--- config.mk ---
export PLATFORM = sky130hd
export DESIGN_NAME = fetch_stage_flat
export DESIGN_NICKNAME = d
export VERILOG_FILES = /design/src/rtl/fetch_stage_pkg.sv /design/src/rtl/fetch_stage_if.sv /design/src/rtl/fetch_stage_next_pc.sv /design/src/rtl/fetch_stage.sv /design/src/flat_wrapper.sv
export SDC_FILE = /design/constraint.sdc
export NUM_CORES = 1
export LEC_CHECK = 0
export CAP_MARGIN = 15
export CORE_MARGIN = 2
export CORE_UTILIZATION = 45
export DETAILED_ROUTE_END_ITERATION = 7
export PLACE_DENSITY = 0.86
export SYNTH_ARGS = -nofsm -noshare
export SYNTH_HDL_FRONTEND = slang
export SYNTH_SLANG_ARGS = --single-unit
--- constraint.sdc ---
create_clock -name clk -period 5.4 [get_ports clk]
set_input_delay 1.08 -clock clk [delete_from_list [all_inputs] [get_ports clk]]
set_output_delay 1.08 -clock clk [all_outputs]
set_load 0.05 [all_outputs]
--- src/rtl/fetch_stage_pkg.sv ---
// Shared MIPS fetch definitions: constants, field widths, next-PC select and FSM encodings.
package fetch_stage_pkg;
   localparam logic [31:0] NOP_INSTR    = 32'h0000_0000;
   localparam logic [31:0] DEF_RESET_PC = 32'h0000_0000;
   localparam int          IMM_W        = 16;
   localparam int          JIDX_W       = 26;

   typedef enum logic [2:0] {
      SEL_SEQ,
      SEL_STALL,
      SEL_BRANCH,
      SEL_JUMP,
      SEL_JREG
   } pc_sel_e;

   typedef enum logic {
      ST_RUN,
      ST_FAULTED
   } fetch_state_e;

   // 33-bit compare so a target near 2^32 cannot wrap past the size check
   function automatic logic bad_target(input logic [31:0] t, input int unsigned mem_bytes);
      return (t[1:0] != 2'b00) || (({1'b0, t} + 33'd3) >= 33'(mem_bytes));
   endfunction
endpackage

--- src/rtl/fetch_stage_if.sv ---
// Fetch-stage bus: instruction-memory address/data, decode redirects and the IF/ID register outputs.
interface fetch_if;
   logic [31:0]                        pc;
   logic [31:0]                        instruction;
   logic                               stall;
   logic                               branch_taken;
   logic [fetch_stage_pkg::IMM_W-1:0]  branch_offset;
   logic                               jump;
   logic [fetch_stage_pkg::JIDX_W-1:0] jump_index;
   logic                               jump_reg;
   logic [31:0]                        reg_target;
   logic [31:0]                        if_instruction;
   logic [31:0]                        if_pc_plus4;
   logic                               if_valid;
   logic                               fault;
   logic [31:0]                        fetch_count;

   modport master (
      output pc, if_instruction, if_pc_plus4, if_valid, fault, fetch_count,
      input  instruction, stall, branch_taken, branch_offset, jump, jump_index,
             jump_reg, reg_target
   );
   modport slave (
      input  pc, if_instruction, if_pc_plus4, if_valid, fault, fetch_count,
      output instruction, stall, branch_taken, branch_offset, jump, jump_index,
             jump_reg, reg_target
   );
endinterface

--- src/rtl/fetch_stage_next_pc.sv ---
// Combinational next-PC selection: picks the winning redirect, forms its target and flags bad targets.
module next_pc_logic
   import fetch_stage_pkg::*;
#(
   parameter int unsigned MEM_BYTES = 4096
) (
   input  logic [31:0]       i_pc,
   input  logic [31:0]       i_if_pc_plus4,
   input  logic              i_if_valid,
   input  logic              i_stall,
   input  logic              i_branch_taken,
   input  logic [IMM_W-1:0]  i_branch_offset,
   input  logic              i_jump,
   input  logic [JIDX_W-1:0] i_jump_index,
   input  logic              i_jump_reg,
   input  logic [31:0]       i_reg_target,
   output logic [31:0]       o_target,
   output pc_sel_e           o_sel,
   output logic              o_bad
);
   logic [31:0] w_br_off;

   assign w_br_off = {{14{i_branch_offset[15]}}, i_branch_offset, 2'b00};

   // Redirects only count when decode holds a real instruction; a bubble never steers.
   always_comb begin
      o_sel    = SEL_SEQ;
      o_target = i_pc + 32'd4;
      if (i_if_valid && i_jump_reg) begin
         o_sel    = SEL_JREG;
         o_target = i_reg_target;
      end else if (i_if_valid && i_jump) begin
         o_sel    = SEL_JUMP;
         o_target = {i_if_pc_plus4[31:28], i_jump_index, 2'b00};
      end else if (i_if_valid && i_branch_taken) begin
         o_sel    = SEL_BRANCH;
         o_target = i_if_pc_plus4 + w_br_off;
      end else if (i_stall) begin
         o_sel    = SEL_STALL;
      end
   end

   assign o_bad = (o_sel != SEL_STALL) && bad_target(o_target, MEM_BYTES);
endmodule

--- src/rtl/fetch_stage.sv ---
// MIPS fetch stage: PC register, IF/ID pipeline register, sticky fault FSM and fetch counter.
module fetch_stage
   import fetch_stage_pkg::*;
#(
   parameter logic [31:0] RESET_PC  = DEF_RESET_PC,
   parameter int unsigned MEM_BYTES = 4096
) (
   input  logic  clk,
   input  logic  reset,
   fetch_if.master bus
);
   logic [31:0]  r_pc, r_if_instr, r_if_pc_plus4, r_count;
   logic         r_if_valid;
   fetch_state_e r_state, w_state_nxt;
   logic [31:0]  w_target;
   pc_sel_e      w_sel;
   logic         w_bad;

   next_pc_logic #(.MEM_BYTES(MEM_BYTES)) u_next_pc (
      .i_pc            (r_pc),
      .i_if_pc_plus4   (r_if_pc_plus4),
      .i_if_valid      (r_if_valid),
      .i_stall         (bus.stall),
      .i_branch_taken  (bus.branch_taken),
      .i_branch_offset (bus.branch_offset),
      .i_jump          (bus.jump),
      .i_jump_index    (bus.jump_index),
      .i_jump_reg      (bus.jump_reg),
      .i_reg_target    (bus.reg_target),
      .o_target        (w_target),
      .o_sel           (w_sel),
      .o_bad           (w_bad)
   );

   always_ff @(posedge clk or posedge reset) begin
      if (reset) r_state <= ST_RUN;
      else       r_state <= w_state_nxt;
   end

   always_comb begin
      w_state_nxt = r_state;
      if (r_state == ST_RUN && w_bad) w_state_nxt = ST_FAULTED;
   end

   // A bad target or a redirect leaves a bubble in IF/ID; only sequential fetches count.
   always_ff @(posedge clk or posedge reset) begin
      if (reset) begin
         r_pc          <= RESET_PC;
         r_if_instr    <= NOP_INSTR;
         r_if_pc_plus4 <= '0;
         r_if_valid    <= 1'b0;
         r_count       <= '0;
      end else if (r_state == ST_FAULTED || w_bad) begin
         r_if_instr    <= NOP_INSTR;
         r_if_pc_plus4 <= '0;
         r_if_valid    <= 1'b0;
      end else if (w_sel == SEL_SEQ) begin
         r_pc          <= w_target;
         r_if_instr    <= bus.instruction;
         r_if_pc_plus4 <= r_pc + 32'd4;
         r_if_valid    <= 1'b1;
         if (r_count != '1) r_count <= r_count + 32'd1;
      end else if (w_sel != SEL_STALL) begin
         r_pc          <= w_target;
         r_if_instr    <= NOP_INSTR;
         r_if_pc_plus4 <= '0;
         r_if_valid    <= 1'b0;
      end
   end

   assign bus.pc             = r_pc;
   assign bus.if_instruction = r_if_instr;
   assign bus.if_pc_plus4    = r_if_pc_plus4;
   assign bus.if_valid       = r_if_valid;
   assign bus.fault          = (r_state == ST_FAULTED);
   assign bus.fetch_count    = r_count;
endmodule

--- src/flat_wrapper.sv ---
// flat-port wrapper written by rule: the top's interface ports become plain ports
module fetch_stage_flat import fetch_stage_pkg::*;
#(
   parameter logic [31:0] RESET_PC  = DEF_RESET_PC,
   parameter int unsigned MEM_BYTES = 4096
)
  (clk, reset, bus_pc, bus_if_instruction, bus_if_pc_plus4, bus_if_valid, bus_fault, bus_fetch_count, bus_instruction, bus_stall, bus_branch_taken, bus_branch_offset, bus_jump, bus_jump_index, bus_jump_reg, bus_reg_target);
  fetch_if bus_i ();
  input  logic clk;
  input  logic reset;
  output wire logic [$bits(bus_i.pc)-1:0] bus_pc;
  output wire logic [$bits(bus_i.if_instruction)-1:0] bus_if_instruction;
  output wire logic [$bits(bus_i.if_pc_plus4)-1:0] bus_if_pc_plus4;
  output wire logic [$bits(bus_i.if_valid)-1:0] bus_if_valid;
  output wire logic [$bits(bus_i.fault)-1:0] bus_fault;
  output wire logic [$bits(bus_i.fetch_count)-1:0] bus_fetch_count;
  input wire logic [$bits(bus_i.instruction)-1:0] bus_instruction;
  input wire logic [$bits(bus_i.stall)-1:0] bus_stall;
  input wire logic [$bits(bus_i.branch_taken)-1:0] bus_branch_taken;
  input wire logic [$bits(bus_i.branch_offset)-1:0] bus_branch_offset;
  input wire logic [$bits(bus_i.jump)-1:0] bus_jump;
  input wire logic [$bits(bus_i.jump_index)-1:0] bus_jump_index;
  input wire logic [$bits(bus_i.jump_reg)-1:0] bus_jump_reg;
  input wire logic [$bits(bus_i.reg_target)-1:0] bus_reg_target;
  assign bus_pc = bus_i.pc;
  assign bus_if_instruction = bus_i.if_instruction;
  assign bus_if_pc_plus4 = bus_i.if_pc_plus4;
  assign bus_if_valid = bus_i.if_valid;
  assign bus_fault = bus_i.fault;
  assign bus_fetch_count = bus_i.fetch_count;
  assign bus_i.instruction = bus_instruction;
  assign bus_i.stall = bus_stall;
  assign bus_i.branch_taken = bus_branch_taken;
  assign bus_i.branch_offset = bus_branch_offset;
  assign bus_i.jump = bus_jump;
  assign bus_i.jump_index = bus_jump_index;
  assign bus_i.jump_reg = bus_jump_reg;
  assign bus_i.reg_target = bus_reg_target;
  fetch_stage #(.RESET_PC(RESET_PC), .MEM_BYTES(MEM_BYTES)) u_core (.clk(clk), .reset(reset), .bus(bus_i));
endmodule
Yosys cells after proc, flatten, opt, wreduce, memory -nomap -nowiden
Cells that the tools add are included.
Cells by class
  add/sub/neg operators: 4
  magnitude comparators: 1
  eq/ne operators: 2
  muxes and demuxes: 17
  bitwise operators: 2
  reduce and logical (&&, ||, !) cells: 13
Operator list (number)
  $mux W32: 10
  $add A32 B2 Y33 const B: 1
  $ge A33 B13 Y1 const B: 1
  $add A32 B1 Y32 const B: 1
  $add A32 B3 Y32 const B: 1
  $add A32 B32 Y32: 1
  $ne A32 B32 Y1 const B: 1
  $logic_and A1 B1 Y1: 5
  $mux W1: 4
  $mux W2: 2
  $reduce_bool A2 Y1: 2
  $logic_not A3 Y1: 1
  $mux W3: 1
  $ne A3 B1 Y1 const B: 1
  $reduce_and A3 Y1: 1
  $reduce_bool A3 Y1: 1
  $logic_or A1 B1 Y1: 2
  $not A1 Y1: 2
  $reduce_and A2 Y1: 1
Word-level totals
  flip-flop bits (word level): 130
  input port bits: 112
  logic and storage cells: 45

Logic depth before layout (Yosys ltp)
Gate-level depths: netlist of run 1.
  depth in word-level cells: 11
  mapped depth: 17
  gate-level depth less buffers: 14

Hierarchy
A second synthesis of run 1 with hierarchy kept.
Unflattened totals
  cells, all modules: 1046
  area, all modules: 9374.0 um^2
By module, submodules not included
  fetch_stage: instances 1, cells an instance 480, area an instance 5715.5 um^2, sequential area each 3253.1 um^2
  next_pc_logic: instances 1, cells an instance 566, area an instance 3658.5 um^2, sequential area each 0.0 um^2

Worst setup path after synthesis of run 1
No wires, ideal clock.
  path kind: input to register
  start point: in bus_branch_offset[0]
  end point: reg u_core.r_pc[5], in the netlist u_core.bus.pc[5]
  setup time: 127 ps
  arrival time: 4805 ps
  required time: 5273 ps
  setup slack: 467 ps
  stages: 16
  buffers on the path: 2
  cells stage by stage: ha_1 > fa_1 > a21oi_1 > o211ai_1 > a211oi_1 > xor2_1 > o31a_1 > nor4_1 > nand4_2 > nor4_1 > mux2_2 > and4_1 > and2_1 > buf_2 > buf_6 > mux2_1
On the way
  cells in the longest elaborated chain, start to end: 11
  elaborated cells on any way between the ends: 13
Ends and longest elaborated chain
  from (decl): line flat_wrapper.sv:20  | input wire logic [$bits(bus_i.branch_offset)-1:0] bus_branch_offset;
  $add A32 B32 Y32 (*): line fetch_stage_next_pc.sv:37  | o_target = i_if_pc_plus4 + w_br_off;
  $mux W32 (*): line fetch_stage_next_pc.sv:35  | end else if (i_if_valid && i_branch_taken) begin
  $mux W32 (*): line fetch_stage_next_pc.sv:32  | end else if (i_if_valid && i_jump) begin
  $mux W32 (*): line fetch_stage_next_pc.sv:29  | if (i_if_valid && i_jump_reg) begin
  $add A32 B2 Y33: line fetch_stage_pkg.sv:23  | return (t[1:0] != 2'b00) || (({1'b0, t} + 33'd3) >= 33'(mem_bytes));
  $ge A33 B13 Y1: line fetch_stage_pkg.sv:23
  $logic_or A1 B1 Y1: line fetch_stage_pkg.sv:23
  $logic_and A1 B1 Y1: line fetch_stage_next_pc.sv:43  | assign o_bad = (o_sel != SEL_STALL) && bad_target(o_target, MEM_BYTES);
  $logic_or A1 B1 Y1: line fetch_stage.sv:53  | end else if (r_state == ST_FAULTED || w_bad) begin
  $not A1 Y1 (no source line)
  $reduce_and A2 Y1 (no source line)
  to (signal assigned): line fetch_stage.sv:58  | r_pc <= w_target;
  to (signal assigned): line fetch_stage.sv:64  | r_pc <= w_target;
  to (decl): line fetch_stage.sv:12  | logic [31:0] r_pc, r_if_instr, r_if_pc_plus4, r_count;
Every way passes the cells marked *; elsewhere a longest branch is shown, timed or not. The select of a mux whose other input is x is not followed.
A chain may end at the register's enable or synchronous reset.

Worst setup path in the final report of run 1
  start point: in bus_branch_offset[0]
  end point: reg u_core.r_count[29], in the netlist u_core.bus.fetch_count[29]
On the way
  cells in the longest elaborated chain, start to end: 11
Ends and longest elaborated chain
  $add A32 B32 Y32: line fetch_stage_next_pc.sv:37
  $mux W32: line fetch_stage_next_pc.sv:35
  $mux W32: line fetch_stage_next_pc.sv:32
  $mux W32: line fetch_stage_next_pc.sv:29
  $add A32 B2 Y33: line fetch_stage_pkg.sv:23
  $ge A33 B13 Y1: line fetch_stage_pkg.sv:23
  $logic_or A1 B1 Y1: line fetch_stage_pkg.sv:23
  $logic_and A1 B1 Y1: line fetch_stage_next_pc.sv:43
  $logic_or A1 B1 Y1: line fetch_stage.sv:53
  $not A1 Y1 (no source line)
  $reduce_and A3 Y1 (no source line)
  to (signal assigned): line fetch_stage.sv:62  | if (r_count != '1) r_count <= r_count + 32'd1;
  to (decl): line fetch_stage.sv:12
No other way between the ends.

==> qor.yml, run 1 <==
grt-ovfl-total: 0
min_path_cells: 1
met2_usage_pct: 52.2
rsz0062_at_grt: "false"
die-width_um: 145
power.total_mw: 2.35
switchingPower_uw: 604
intPower_mw: 1.75
first_pass_iters: 5
place_congestion: 0.983
h-tree-depth: 4
setup_viol: 0
grt_pass1_vias: 9273
timing.rr.end: "u_core.bus.fetch_count[29]"
status: "completed"
globalRouteMet3Util_pct: 5.73
synth-simple-area-share_pct: 25.3
finalCritPeriodShare_pct: 95.9
rrSetupSlack_ps: 860
syn_nets: 1119
clk_pin_slew_ps: 60
syn_area_um2: 8920
nFillCells: 1572
hp-class: "flop to flop"
drv_slew: 0
drive_gt1_share_pct: 15.3
via_count: 9397
cp.arrival_ps: 5530
crit_fanout: 11
ys_seq_area_share_pct: 36.5
synth_edf_count: 0
busiest_layer: "met2"
die_area_um2: 21000
powerDensity_nw_per_um2: 181
hold_viol: 0
min_from: "u_core.bus.fetch_count[16]"
switching_share_pct: 25.7
grtUsageMet1_pct: 41.1
die_y_um: 145
async_reset_ff_share_pct: 100
comb_power_share_pct: 9.4
clock_sinks: 130
track_usage_pct: 31.8
ant_nets: 0
worstSetupStartpointType: "input port"
start_util_pct: 45.8
synthAdderAreaFrac_pct: 4.57
worst_path_most_repeated_cell: "buf_4"
dpl_cell_area_um2: 12400
synthCells: 975
cts-root-buf: "clkbuf_16"
crit_type: "input port to flop"
layout_common_cells: "clkdlybuf4s50_1, dfrtp_1, buf_4, nand2_1, a21oi_1"
muxShareOfSynthArea_pct: 1.88
wirelength_mm: 33.4
clock_power_share_pct: 49.2
r2r_cells: 18
rows: 51
yosys_warnings: 0
p_leak_nw: 5.78
core_area_um2: 19500
max_stage_delay_ps: 450
drc: 0
final_common_cell: "clkdlybuf4s50_1"
final_nets: 1446
design_area_um2: 13000
max-slew-margin-rel_pct: 32.3
peakVddDrop_uv: 197
antennaDiodeCount: 0
end_kind: "flop"
vias_per_cell: 5.95
ios: 242
avgSynthCellArea_um2: 9.15
clock.fmax_ghz: 0.193
synth_top_family_by_area: "simple AND/OR/NAND/NOR gates"
cts_made_buffers: 17
insertion_delay_ps: 430
cap_viol_max_count: 0
drtIter0Drc: 823
dpl.hpwl_mm: 25.8
worst_path_max_delay_cell: "fa_1"
antenna_found_initial: 0
place.port_buffers: 241
seqPwrFrac_pct: 41.4
required_ps: 5750
wire_per_inst_um: 21.1
r2r-start: "u_core.bus.if_pc_plus4[2]"
area_growth_pct: 45.9
tns_ps: 0
tritoncts: "yes"
grt_pass1_wl_mm: 50.7
tightest_slew_ps: 1010
fin_skew_ps: 11.6
whs_endpoint: "u_core.bus.fetch_count[16]"
synth_compound_area_share_pct: 21.3
cts_buffer_depth: 2
ys_seq_elements: 130
synth_xor_area_share_pct: 6.97
ys_types: 82
grt_max_degree: 81
layout_min_cycle_time_ps: 5180
path_cells: "clkdlybuf4s50_1 > ha_1 > fa_1 > a21oi_1 > o211ai_1 > buf_4 > a21oi_1 > xor2_1 > o21a_1 > nor4_1 > buf_4 > nand4_4 > or3_4 > a211oi_4 > buf_4 > o211ai_4 > buf_12 > nor4_1 > xor2_1"
dominantRegCellSynth: "dfrtp_1"
-- metal layers --
layer | wire length (um) | part of all wire, % | up-vias
met5 | 0 | 0 | -
met4 | 1350 | 4.1 | 0
met3 | 2330 | 7.0 | 80
met2 | 15800 | 47 | 487
met1 | 13900 | 42 | 4515
li1 | - | - | 4315
-- state kept, by name, summed over array words and instances (netlist names) --
| register | count |
|---|---|
| u_core.bus.if_pc_plus4 | 32 |
| u_core.bus.pc | 32 |
| u_core.bus.fault | 1 |
| u_core.bus.if_instruction | 32 |
| u_core.bus.if_valid | 1 |
| u_core.bus.fetch_count | 32 |
-- power groups by stage --
stage / Clock (mW) / Sequential, mW / Combinational, mW
after floorplan: 0 / 0.992 / 0.0793
after global placement: 0 / 0.992 / 0.217
after detailed placement: 0 / 0.992 / 0.219
after CTS: 1.17 / 0.974 / 0.220
after global routing: 1.22 / 0.973 / 0.238
final: 1.16 / 0.974 / 0.221
-- how the worst max path moves through the flow --
stage,startpoint,end,slack [ps]
after global routing,bus_branch_offset[0],u_core.bus.fetch_count[3],40
after floorplan,bus_branch_offset[0],u_core.bus.pc[5],470
after CTS,bus_branch_offset[0],u_core.bus.pc[3],140
after global placement,bus_branch_offset[0],u_core.bus.pc[2],-110
after detailed placement,bus_branch_offset[0],u_core.bus.pc[2],-280
final,bus_branch_offset[0],u_core.bus.fetch_count[29],220
-- synth_stat cells, types with 3 or more instances --
cell      count  area (um^2)
a21oi_1      49          245
or3_1        11         68.8
o221ai_1      3         26.3
nor4_2       10          125
nand2_1      86          323
ha_1         31          388
a31oi_1       5         31.3
dfrtp_1     130         3250
xnor2_1      24          210
nand3_1      40          200
o21ai_0      47          235
buf_2        23          115
o31a_1        4         35.0
nor3_1       38          190
mux2i_1      10          100
nor3b_1       7         52.6
xor2_1       47          412
o21bai_1      4         30.0
nand3b_1      5         37.5
o211a_1       3         30.0
nand2b_1      3         18.8
a21o_1       11         82.6
a22o_1       46          403
mux2_2        5         56.3
inv_1        15         56.3
o21a_1       11         82.6
o211ai_1      7         52.6
o31ai_1       5         37.5
nor2b_1      29          181
nor2_1       48          180
a22oi_1       7         52.6
clkbuf_1     27          101
and4_1        8         70.1
a222oi_1      4         40.0
a32oi_1       3         26.3
a211oi_1      9         67.6
nor4_4        3         63.8
o41ai_1       4         35.0
nand4_1      27          169
a211o_1       3         26.3
o22ai_1      12         75.1
a31o_2        3         26.3
and2_1       31          194
and3_1       17          106
nor4_1       14         87.6
-- what timing repair did --
action	in CTS	in global routing
endpoints found under the hold margin	0	0
setup endpoints to repair	0	83
gates resized for setup	0	8
setup buffers	0	0
hold buffers	0	0
-- cells by family (layout without fill, tap and decap cells) --
kind of cell | Yosys count | after routing
flip-flops | 130 | 130
multiplexers | 16 | 16
AND/OR/NAND/NOR | 394 | 394
AO/OA/AOI/OAI | 262 | 262
buffers and inverters | 70 | 410
XOR/XNOR | 71 | 71
adder cells (fa/ha/maj) | 32 | 32
-- stage by stage --
step / util, % / instances / worst slack, ps / hold WS [ps]
after global placement: 63.7 / 1548 / -108 / 475
after global routing: 66.9 / 1580 / 41.2 / 504
after CTS: 66.6 / 1580 / 143 / 496
final: 66.9 / 1580 / 221 / 494
after detailed placement: 63.7 / 1548 / -283 / 482
after floorplan: - / 975 / 467 / 771
-- critical path: cells and delay by family --
kind	cells	cell delay, ps
simple gates	4	1240
buf+inv	5	1160
fa+ha+maj	2	680
xor+xnor	2	290
compound gates	6	1080
-- layout make-up --
| type | instances | area [um^2] | share of cell area (%) |
|---|---|---|---|
| repair buffers | 362 | 3370 | 25.9 |
| clock inverters | 14 | 143 | 1.10 |
| well taps | 265 | 332 | 2.55 |
| flip-flops and latches | 130 | 3250 | 25.0 |
| multi-input cells | 775 | 5420 | 41.6 |
| inverters | 16 | 62.6 | 0.481 |
| clock buffers | 18 | 439 | 3.37 |
Note: power is estimated with default switching activity, not from simulation.
==> inputs of run 2 (changes only) <==
Settings changed: GPL_TIMING_DRIVEN set to 0.
==> run 2 against run 1 <==
Effect of this change: via count decreased by 1.6%; sequential power about the same; fmax decreased by 1.6%; die area unchanged; cell area decreased by 4.3%; flip-flop and latch count unchanged; largest cell class unchanged; largest power group unchanged.
==> qor.yml, run 2 (synthesized netlist as in run 1, its figures left out) <==
grt-ovfl-total: 0
place.port_buffers: 240
antennaDiodeCount: 0
clock.fmax_ghz: 0.190
finalCritPeriodShare_pct: 97.4
cap_viol_max_count: 0
intPower_mw: 1.77
switchingPower_uw: 607
rsz0062_at_grt: "false"
drtIter0Drc: 965
h-tree-depth: 4
wire_per_inst_um: 21.1
worstSetupStartpointType: "input port"
layout_common_cells: "clkdlybuf4s50_1, dfrtp_1, nand2_1, a21oi_1"
clock_power_share_pct: 50.4
hp-class: "flop to flop"
clock_sinks: 130
grt_pass1_wl_mm: 48.7
core_area_um2: 19500
postCtsHoldBufs: 0
fin_skew_ps: 12.3
drv_slew: 0
worst-path-buf-inv: 5
dp.cells: 1481
worst_path_max_delay_cell: "clkdlybuf4s50_1"
ant_nets: 0
nFillCells: 1584
final_nets: 1383
drive_gt1_share_pct: 9.58
max-slew-margin-rel_pct: 33.1
wirelength_mm: 32.0
powerDensity_nw_per_um2: 191
tightest_slew_ps: 999
clk_pin_slew_ps: 60
vias_per_cell: 6.10
cp_top_family: "simple AND/OR/NAND/NOR gates"
place_congestion: 1.01
status: "completed"
peakVddDrop_uv: 196
die_area_um2: 21000
cp.arrival_ps: 5560
start_util_pct: 45.8
seqPwrFrac_pct: 41.0
die_y_um: 145
tritoncts: "yes"
max_stage_delay_ps: 490
track_usage_pct: 30.6
cts_made_buffers: 17
p_leak_nw: 5.37
crit_fanout: 10
end_kind: "flop"
ios: 242
hold_viol: 0
tns_ps: 0
final_common_cell: "clkdlybuf4s50_1"
die-width_um: 145
crit_type: "input port to flop"
rows: 51
final_util_pct: 64.0
insertion_delay_ps: 430
finalNonFillerCells: 1517
first_pass_iters: 8
postLayoutSetupSlackWorst_ps: 138
place_worst_setup_slack_ps: -1010
required_ps: 5700
grt_max_degree: 70
grt_pass1_vias: 8928
comb_power_share_pct: 8.6
dpl.hpwl_mm: 24.3
drc: 0
via_count: 9251
setup_viol: 0
antenna_found_initial: 0
path_cells: "clkdlybuf4s50_1 > clkbuf_1 > and2_1 > nand2_1 > clkbuf_1 > o21ai_0 > nor4_4 > nand4_2 > or3_4 > a211oi_4 > o211a_4 > and2_1 > buf_2 > buf_6 > mux2_1"
switching_share_pct: 25.5
area_growth_pct: 39.7
cts_buffer_depth: 2
layout_min_cycle_time_ps: 5260
cts-root-buf: "clkbuf_16"
-- run 2: cell types whose count changed in the layout (fill, tap and decap cells not counted), sizes merged --
cell / delta
buf: -90
inv: -1
clkdlybuf4s50: -2
clkinv: +1
bufinv: +1
clkinvlp: -1
clkbuf: +29
-- run 2: worst register-to-register path: stages, from the launching register on --
cell and delay, ps:
dfrtp_1 510, nand3_4 200, nor4_4 730, nand3_1 190, xor2_1 190, a222oi_1 450, and2_1 240, nand4_1 220
or3_4 420, a211oi_4 340, o211a_4 260, and2_1 130, buf_2 150, buf_6 170, mux2_1 330
-- run 2: through the flow --
| stage | total power, mW | cell area, um^2 | hold WS, ps |
|---|---|---|---|
| 6_report | 2.38 | 12500 | 494 |
| 5_1_grt | 2.44 | 12500 | 510 |
| 4_1_cts | 2.38 | 12300 | 489 |
| 3_5_place_dp | 1.19 | 11700 | 477 |
| 3_3_place_gp | 1.19 | 11700 | 478 |
| 2_1_floorplan | 1.07 | 8920 | 771 |
-- run 2: power by group through the flow --
| stage | combinational (mW) | sequential (mW) | clock (mW) |
|---|---|---|---|
| finish | 0.205 | 0.974 | 1.20 |
| global route | 0.221 | 0.973 | 1.25 |
| global placement | 0.196 | 0.992 | 0 |
| CTS | 0.202 | 0.974 | 1.20 |
| floorplan | 0.0793 | 0.992 | 0 |
| detailed placement | 0.201 | 0.992 | 0 |
-- run 2: final timing paths --
| check | from | to | slack, ps | cells past startpoint |
|---|---|---|---|---|
| worst max-delay path | bus_branch_taken | u_core.bus.pc[5] | 140 | 15 |
| min in group asynchronous | reset | u_core.bus.if_instruction[22] | 1140 | 2 |
| max in group asynchronous | reset | u_core.bus.pc[21] | 3510 | 3 |
| worst min-delay path | u_core.bus.fetch_count[5] | u_core.bus.fetch_count[5] | 490 | 1 |
| worst max register to register | u_core.bus.pc[6] | u_core.bus.pc[5] | 750 | 14 |
| worst min register to register | u_core.bus.fetch_count[5] | u_core.bus.fetch_count[5] | 490 | 1 |
-- run 2: repair_timing --
action / CTS / global route
gates resized for setup: 8 / 27
pin swaps: 2 / 4
endpoints found under the setup margin: 108 / 108
setup buffers: 3 / 1
-- run 2: final cells by class --
class,count,area (um^2),share of cell area (%)
multi-input cells,775,5500,44.1
inverters,16,65.1,0.522
well taps,265,332,2.66
plain buffers,54,259,2.08
clock buffers,18,429,3.44
clock inverters,14,168,1.35
repair buffers,245,2450,19.7
flip-flops and latches,130,3250,26.1
-- run 2: routing by layer --
metal  wire (um)  vias to the layer above  GRT usage (%)
met3        3040                      118           7.27
met4        1460                        0           14.2
met1       12900                     4396           39.8
met5           0                        -              0
met2       14600                      542           48.3
li1            -                     4195              -
==> inputs of run 3 (changes only) <==
Settings changed: HOLD_SLACK_MARGIN set to 0.1.
==> results of run 3 <==
Final layout, timing and power as in run 2 (identical DEF).
